<file path="src/rtl/rv6_pkg.sv">
// Shared rv6 pipeline definitions: reset vector, bubble encoding and the
// fetch FSM state / fetch pair types used by the ifetch slice.
package rv6_pkg;

  localparam logic [63:0] RESET_VECTOR = 64'h0000_0000_8000_0000;
  localparam logic [31:0] NOP          = 32'h0000_0013;

  typedef enum logic [1:0] {
    IDLE = 2'd0,
    REQ  = 2'd1,
    WAIT = 2'd2
  } fetch_state_e;

  typedef struct packed {
    logic [63:0] pc;
    logic [31:0] ir;
  } fetch_pair_t;

endpackage

</file>
<file path="src/rtl/ifq.sv">
// Two-entry {pc, ir} FIFO between instruction memory responses and the
// ifetch output registers. Flush empties it in one cycle.
module ifq
  import rv6_pkg::*;
(
  input  logic        clk,
  input  logic        rst_n,
  input  logic        push,
  input  logic        pop,
  input  logic        flush,
  input  fetch_pair_t push_data,
  output fetch_pair_t head,
  output logic        full,
  output logic        empty,
  output logic [1:0]  count
);

  fetch_pair_t mem [2];
  logic        wr_ptr;
  logic        rd_ptr;
  logic        do_push;
  logic        do_pop;

  // A pop frees its slot before the same-cycle push lands, so push on full is legal with pop.
  always_comb begin
    do_pop  = pop && !empty;
    do_push = push && (!full || do_pop);
    full    = (count == 2'd2);
    empty   = (count == 2'd0);
    head    = mem[rd_ptr];
  end

  always_ff @(posedge clk or negedge rst_n) begin
    if (!rst_n) begin
      wr_ptr <= 1'b0;
      rd_ptr <= 1'b0;
      count  <= 2'd0;
    end else if (flush) begin
      wr_ptr <= 1'b0;
      rd_ptr <= 1'b0;
      count  <= 2'd0;
    end else begin
      if (do_push) wr_ptr <= ~wr_ptr;
      if (do_pop)  rd_ptr <= ~rd_ptr;
      count <= count + 2'(do_push) - 2'(do_pop);
    end
  end

  always_ff @(posedge clk) begin
    if (do_push && !flush) mem[wr_ptr] <= push_data;
  end

endmodule

</file>
<file path="src/rtl/ifetch.sv">
// rv6 instruction fetch: PC/FSM, one-outstanding imem request, 2-entry
// instruction queue and registered {pc, ir} outputs toward predecode.
module ifetch
  import rv6_pkg::*;
(
  input  logic         clk,
  input  logic         rst_n,
  input  logic         stall,
  input  logic         br_taken,
  input  logic [63:0]  br_addr,
  output logic         imem_req,
  output logic [63:0]  imem_addr,
  input  logic         imem_ack,
  input  logic         imem_rdy,
  input  logic [31:0]  imem_data,
  output logic [63:0]  pc_out,
  output logic [31:0]  ir_out,
  output fetch_state_e dbg_state
);

  // imem handshake: imem_req/imem_addr hold stable until the cycle with
  // imem_ack (request accepted at that edge, never withdrawn); imem_rdy marks
  // the single in-order response carrying imem_data.
  fetch_state_e state;
  logic [63:0]  fetch_pc;
  logic [63:0]  fetch_pc_next;
  logic [63:0]  br_target;
  logic         drop;

  fetch_pair_t  resp;
  fetch_pair_t  q_head;
  logic         q_full;
  logic         q_empty;
  logic [1:0]   q_count;
  logic [1:0]   q_count_next;
  logic         resp_keep;
  logic         pop;
  logic         bypass;
  logic         push;
  logic         credit;

  always_comb begin
    br_target = br_addr & ~64'd3;
    resp.pc   = imem_addr;
    resp.ir   = imem_data;
    resp_keep = (state == WAIT) && imem_rdy && !drop && !br_taken;
    pop       = !br_taken && !stall && !q_empty;
    bypass    = !br_taken && !stall && q_empty && resp_keep;
    push      = resp_keep && !bypass && (!q_full || pop);
    q_count_next = br_taken ? 2'd0 : (q_count + 2'(push) - 2'(pop));
    // Credit is judged on the occupancy after this edge, with nothing outstanding.
    credit    = (q_count_next < 2'd2);
    // A stale request (drop set while in REQ) must not advance the corrected PC.
    if (br_taken)
      fetch_pc_next = br_target;
    else if (state == REQ && imem_ack && !drop)
      fetch_pc_next = fetch_pc + 64'd4;
    else
      fetch_pc_next = fetch_pc;
  end

  ifq u_ifq (
    .clk       (clk),
    .rst_n     (rst_n),
    .push      (push),
    .pop       (pop),
    .flush     (br_taken),
    .push_data (resp),
    .head      (q_head),
    .full      (q_full),
    .empty     (q_empty),
    .count     (q_count)
  );

  always_ff @(posedge clk or negedge rst_n) begin
    if (!rst_n) begin
      state     <= IDLE;
      fetch_pc  <= RESET_VECTOR;
      drop      <= 1'b0;
      imem_req  <= 1'b0;
      imem_addr <= 64'd0;
    end else begin
      fetch_pc <= fetch_pc_next;
      if (br_taken && (state == REQ || (state == WAIT && !imem_rdy)))
        drop <= 1'b1;
      else if (state == WAIT && imem_rdy)
        drop <= 1'b0;
      case (state)
        IDLE: begin
          if (credit) begin
            state     <= REQ;
            imem_req  <= 1'b1;
            imem_addr <= fetch_pc_next & ~64'd3;
          end
        end
        REQ: begin
          if (imem_ack) begin
            state    <= WAIT;
            imem_req <= 1'b0;
          end
        end
        WAIT: begin
          if (imem_rdy) begin
            if (credit) begin
              state     <= REQ;
              imem_req  <= 1'b1;
              imem_addr <= fetch_pc_next & ~64'd3;
            end else begin
              state <= IDLE;
            end
          end
        end
        default: begin
          state    <= IDLE;
          imem_req <= 1'b0;
        end
      endcase
    end
  end

  always_ff @(posedge clk or negedge rst_n) begin
    if (!rst_n) begin
      pc_out <= RESET_VECTOR;
      ir_out <= NOP;
    end else if (br_taken) begin
      pc_out <= br_target;
      ir_out <= NOP;
    end else if (!stall) begin
      if (pop) begin
        pc_out <= q_head.pc;
        ir_out <= q_head.ir;
      end else if (bypass) begin
        pc_out <= resp.pc;
        ir_out <= resp.ir;
      end else begin
        ir_out <= NOP;
      end
    end
  end

  assign dbg_state = state;

endmodule
</file>
<file path="config.mk">
export PLATFORM = sky130hd
export DESIGN_NAME = ifetch
export DESIGN_NICKNAME = d
export VERILOG_FILES = /design/src/rtl/rv6_pkg.sv /design/src/rtl/ifq.sv /design/src/rtl/ifetch.sv
export SDC_FILE = /design/constraint.sdc
export NUM_CORES = 1
export LEC_CHECK = 0
export BUFFER_PORTS_ARGS = -buffer_cell sky130_fd_sc_hd__buf_2
export CORE_ASPECT_RATIO = 0.8
export CORE_MARGIN = 8
export CORE_UTILIZATION = 57
export DETAILED_ROUTE_END_ITERATION = 10
export PLACE_DENSITY_LB_ADDON = 0.05
export SLEW_MARGIN = 20
export SYNTH_ARGS = -nofsm -noshare
export SYNTH_HDL_FRONTEND = slang
export SYNTH_SLANG_ARGS = --single-unit
</file>
<file path="constraint.sdc">
create_clock -name clk -period 10.8 [get_ports clk]
set_clock_uncertainty 0.15 [all_clocks]
set_input_delay 0 -clock clk [delete_from_list [all_inputs] [get_ports clk]]
set_output_delay 0 -clock clk [all_outputs]
set_load 0.03 [all_outputs]
</file>
==> reports/metrics.yaml <==
status: "finished clean"
ys.flop_type: "dfrtp_1"
async_flop_share_pct: 54.59
fmax_mhz: 232.4
core_um2: 31200
setup_ws_ps: 6497
ant_nets: 0
via_per_inst: 5.974
drt_iter0_markers: 1269
ios: 265
drc: 0
layout-drive-gt1-share_pct: 20.70
clock_sinks: 414
ir_worst_vdd_uv: 193.4
synth-edff-count: 188
finalNonFillerCells: 2285
drv_cap: 0
cp-end-kind: "flip-flop"
insertion_delay_ps: 540
final_cell_mix: "buf_2 (256), dfrtp_1 (220), edfxtp_1 (188)"
p_leak_nw: 8.452
fp.dieW_um: 214.5
drtPass1Iterations: 5
portBuffers: 258
timing.final.crit_share_pct: 39.84
power_density_nw_per_um2: 218.3
clockRootBuffer: "clkbuf_16"
min_path_type: "in2reg"
clk_pin_slew_ps: 60
finalSetupViolations: 0
numCtsBuffers: 42
syn_area_per_cell_um2: 11.97
die_area_um2: 37480
wl_per_cell_um: 21.38
yosys_warnings: 0
grt_pass1_vias: 13440
critPathKind: "reg2reg"
routabilityCongestion: 0.9443
arrival_ps: 4600
ys_types: 70
hold_violations: 0
fin_util_pct: 70.31
critPathLaunchType: "flip-flop"
cts_tree: "yes"
cp_max_fo: 53
relSlewSlack_pct: 36.70
grt_max_degree: 96
dpl.hpwl_mm: 31.46
grt_pass1_wl_mm: 76.74
finalCriticalPeriod_ps: 4303
nets: 1937
rsz0062_at_grt: "no"
grt_overflow: 0
worst_slew_pin_slew_ps: 949.5
tns_ps: 0
grt_usage_pct: 25.41
fillers: 2279
vias: 13650
start_util_pct: 57.56
antenna_found_initial: 0
syn2layout_area_growth_pct: 22.15
drt_wl_total_mm: 48.86
syn_inst: 1500
layout_commonest_cell: "buf_2"
cts_max_level: 2
die_y_um: 174.8
ys_seq_area_share_pct: 62.95
netlist_area_um2: 17960
dp.cells: 2107
synth-seq-cells: 414
cp.required_ps: 11090
cts_buffer_depth: 3
rows: 58
dp_slack_ps: 6513
slew_viol_final: 0
antenna_cells: 0
==> critical path, stage by stage, from the launching register on <==
cell,delay (ps)
dfrtp_1,400
nor2_1,420
or3_1,180
buf_4,350
inv_4,290
ha_1,390
o311ai_1,450
and3_2,250
buf_4,620
nand2_1,380
o211ai_1,280
==> report_power, final <==
group,internal [mW],switching [mW]
Sequential,1.93,0.245
Combinational,0.388,0.792
Clock,0.833,0.600
==> cell usage after synthesis, types with 7 or more instances <==
library cell	number	area [um2]
xor2_1	21	183.9
nor2_1	179	671.9
o211ai_1	50	375.4
xnor2_1	21	183.9
nand2_1	145	544.3
o21ai_0	37	185.2
and3_1	7	43.79
nand4_1	23	143.9
mux2_2	10	112.6
nor4_1	20	125.1
clkbuf_1	65	244.0
or3_1	8	50.05
mux2i_1	95	950.9
o21ai_1	8	40.04
mux2_1	37	416.7
o31ai_1	9	67.56
nor3_1	20	100.1
inv_1	12	45.04
dfrtp_1	221	5530
buf_1	12	45.04
edfxtp_1	188	5645
a31oi_1	44	275.3
a221o_1	30	300.3
a211oi_1	27	202.7
or4_1	7	52.55
a21oi_1	71	355.3
nand3_1	49	245.2
==> registers in the layout (all words and copies together) (netlist names) <==
| signal | flops |
|---|---|
| ir_out | 32 |
| u_ifq.rd_ptr | 1 |
| dbg_state | 2 |
| u_ifq.wr_ptr | 1 |
| u_ifq.count | 2 |
| imem_req | 1 |
| drop | 1 |
| pc_out | 62 |
| fetch_pc | 62 |
| imem_addr | 62 |
| u_ifq.mem | 188 |
==> area by class of cell <==
class	count	area, um2	area share [%]
Clock buffer	59	1176	5.360
Clock inverter	18	166.4	0.7584
Sequential cell	414	11310	51.55
Inverter	14	55.05	0.2509
Multi-Input combinational cell	985	6251	28.49
Timing Repair Buffer	375	2456	11.19
Tap cell	420	525.5	2.395
==> cells by family after synthesis <==
group	share of synthesized area, %
multiplexers	8.324
flip-flops	62.95
adder cells (fa/ha/maj)	0.2090
XOR/XNOR	2.048
AO/OA/AOI/OAI	10.88
buffers and inverters	2.452
AND/OR/NAND/NOR	13.12
other	0.02088
==> path summary, 6_finish.rpt <==
path                            slack (ps)      startpoint                to  depth (start not counted)
worst max-delay path                  6500  u_ifq.count[0]     imem_addr[37]                         10
worst min-delay path                    60   imem_data[21]  u_ifq.mem[0][21]                          2
worst max register to register        6500  u_ifq.count[0]     imem_addr[37]                         10
worst min register to register         350      pc_out[31]        pc_out[31]                          2
max in group asynchronous             9340           rst_n        pc_out[45]                          4
min in group asynchronous              500           rst_n     imem_addr[11]                          4
==> routing by layer <==
layer	GRT usage (%)	vias up	share of wire, %
li1	-	6239	-
met3	5.772	100	8.0
met5	0	-	0
met1	36.75	6766	45
met2	37.71	545	44
met4	8.414	0	2.7
==> metrics by stage <==
step	hold slack, ps	power [mW]	area (um2)
2_1_floorplan	-445.6	2.927	17970
3_5_place_dp	-52.40	3.353	19570
6_report	62.45	4.789	21940
5_1_grt	48.54	4.992	21940
3_3_place_gp	-54.97	3.324	19570
4_1_cts	25.59	4.816	21940
==> repair_timing <==
action,CTS,global route
gates resized for setup,0,0
buffers inserted,0,0
endpoints found under the hold margin,384,0
hold buffers,101,0
Note: power is estimated with default switching activity, not from simulation.
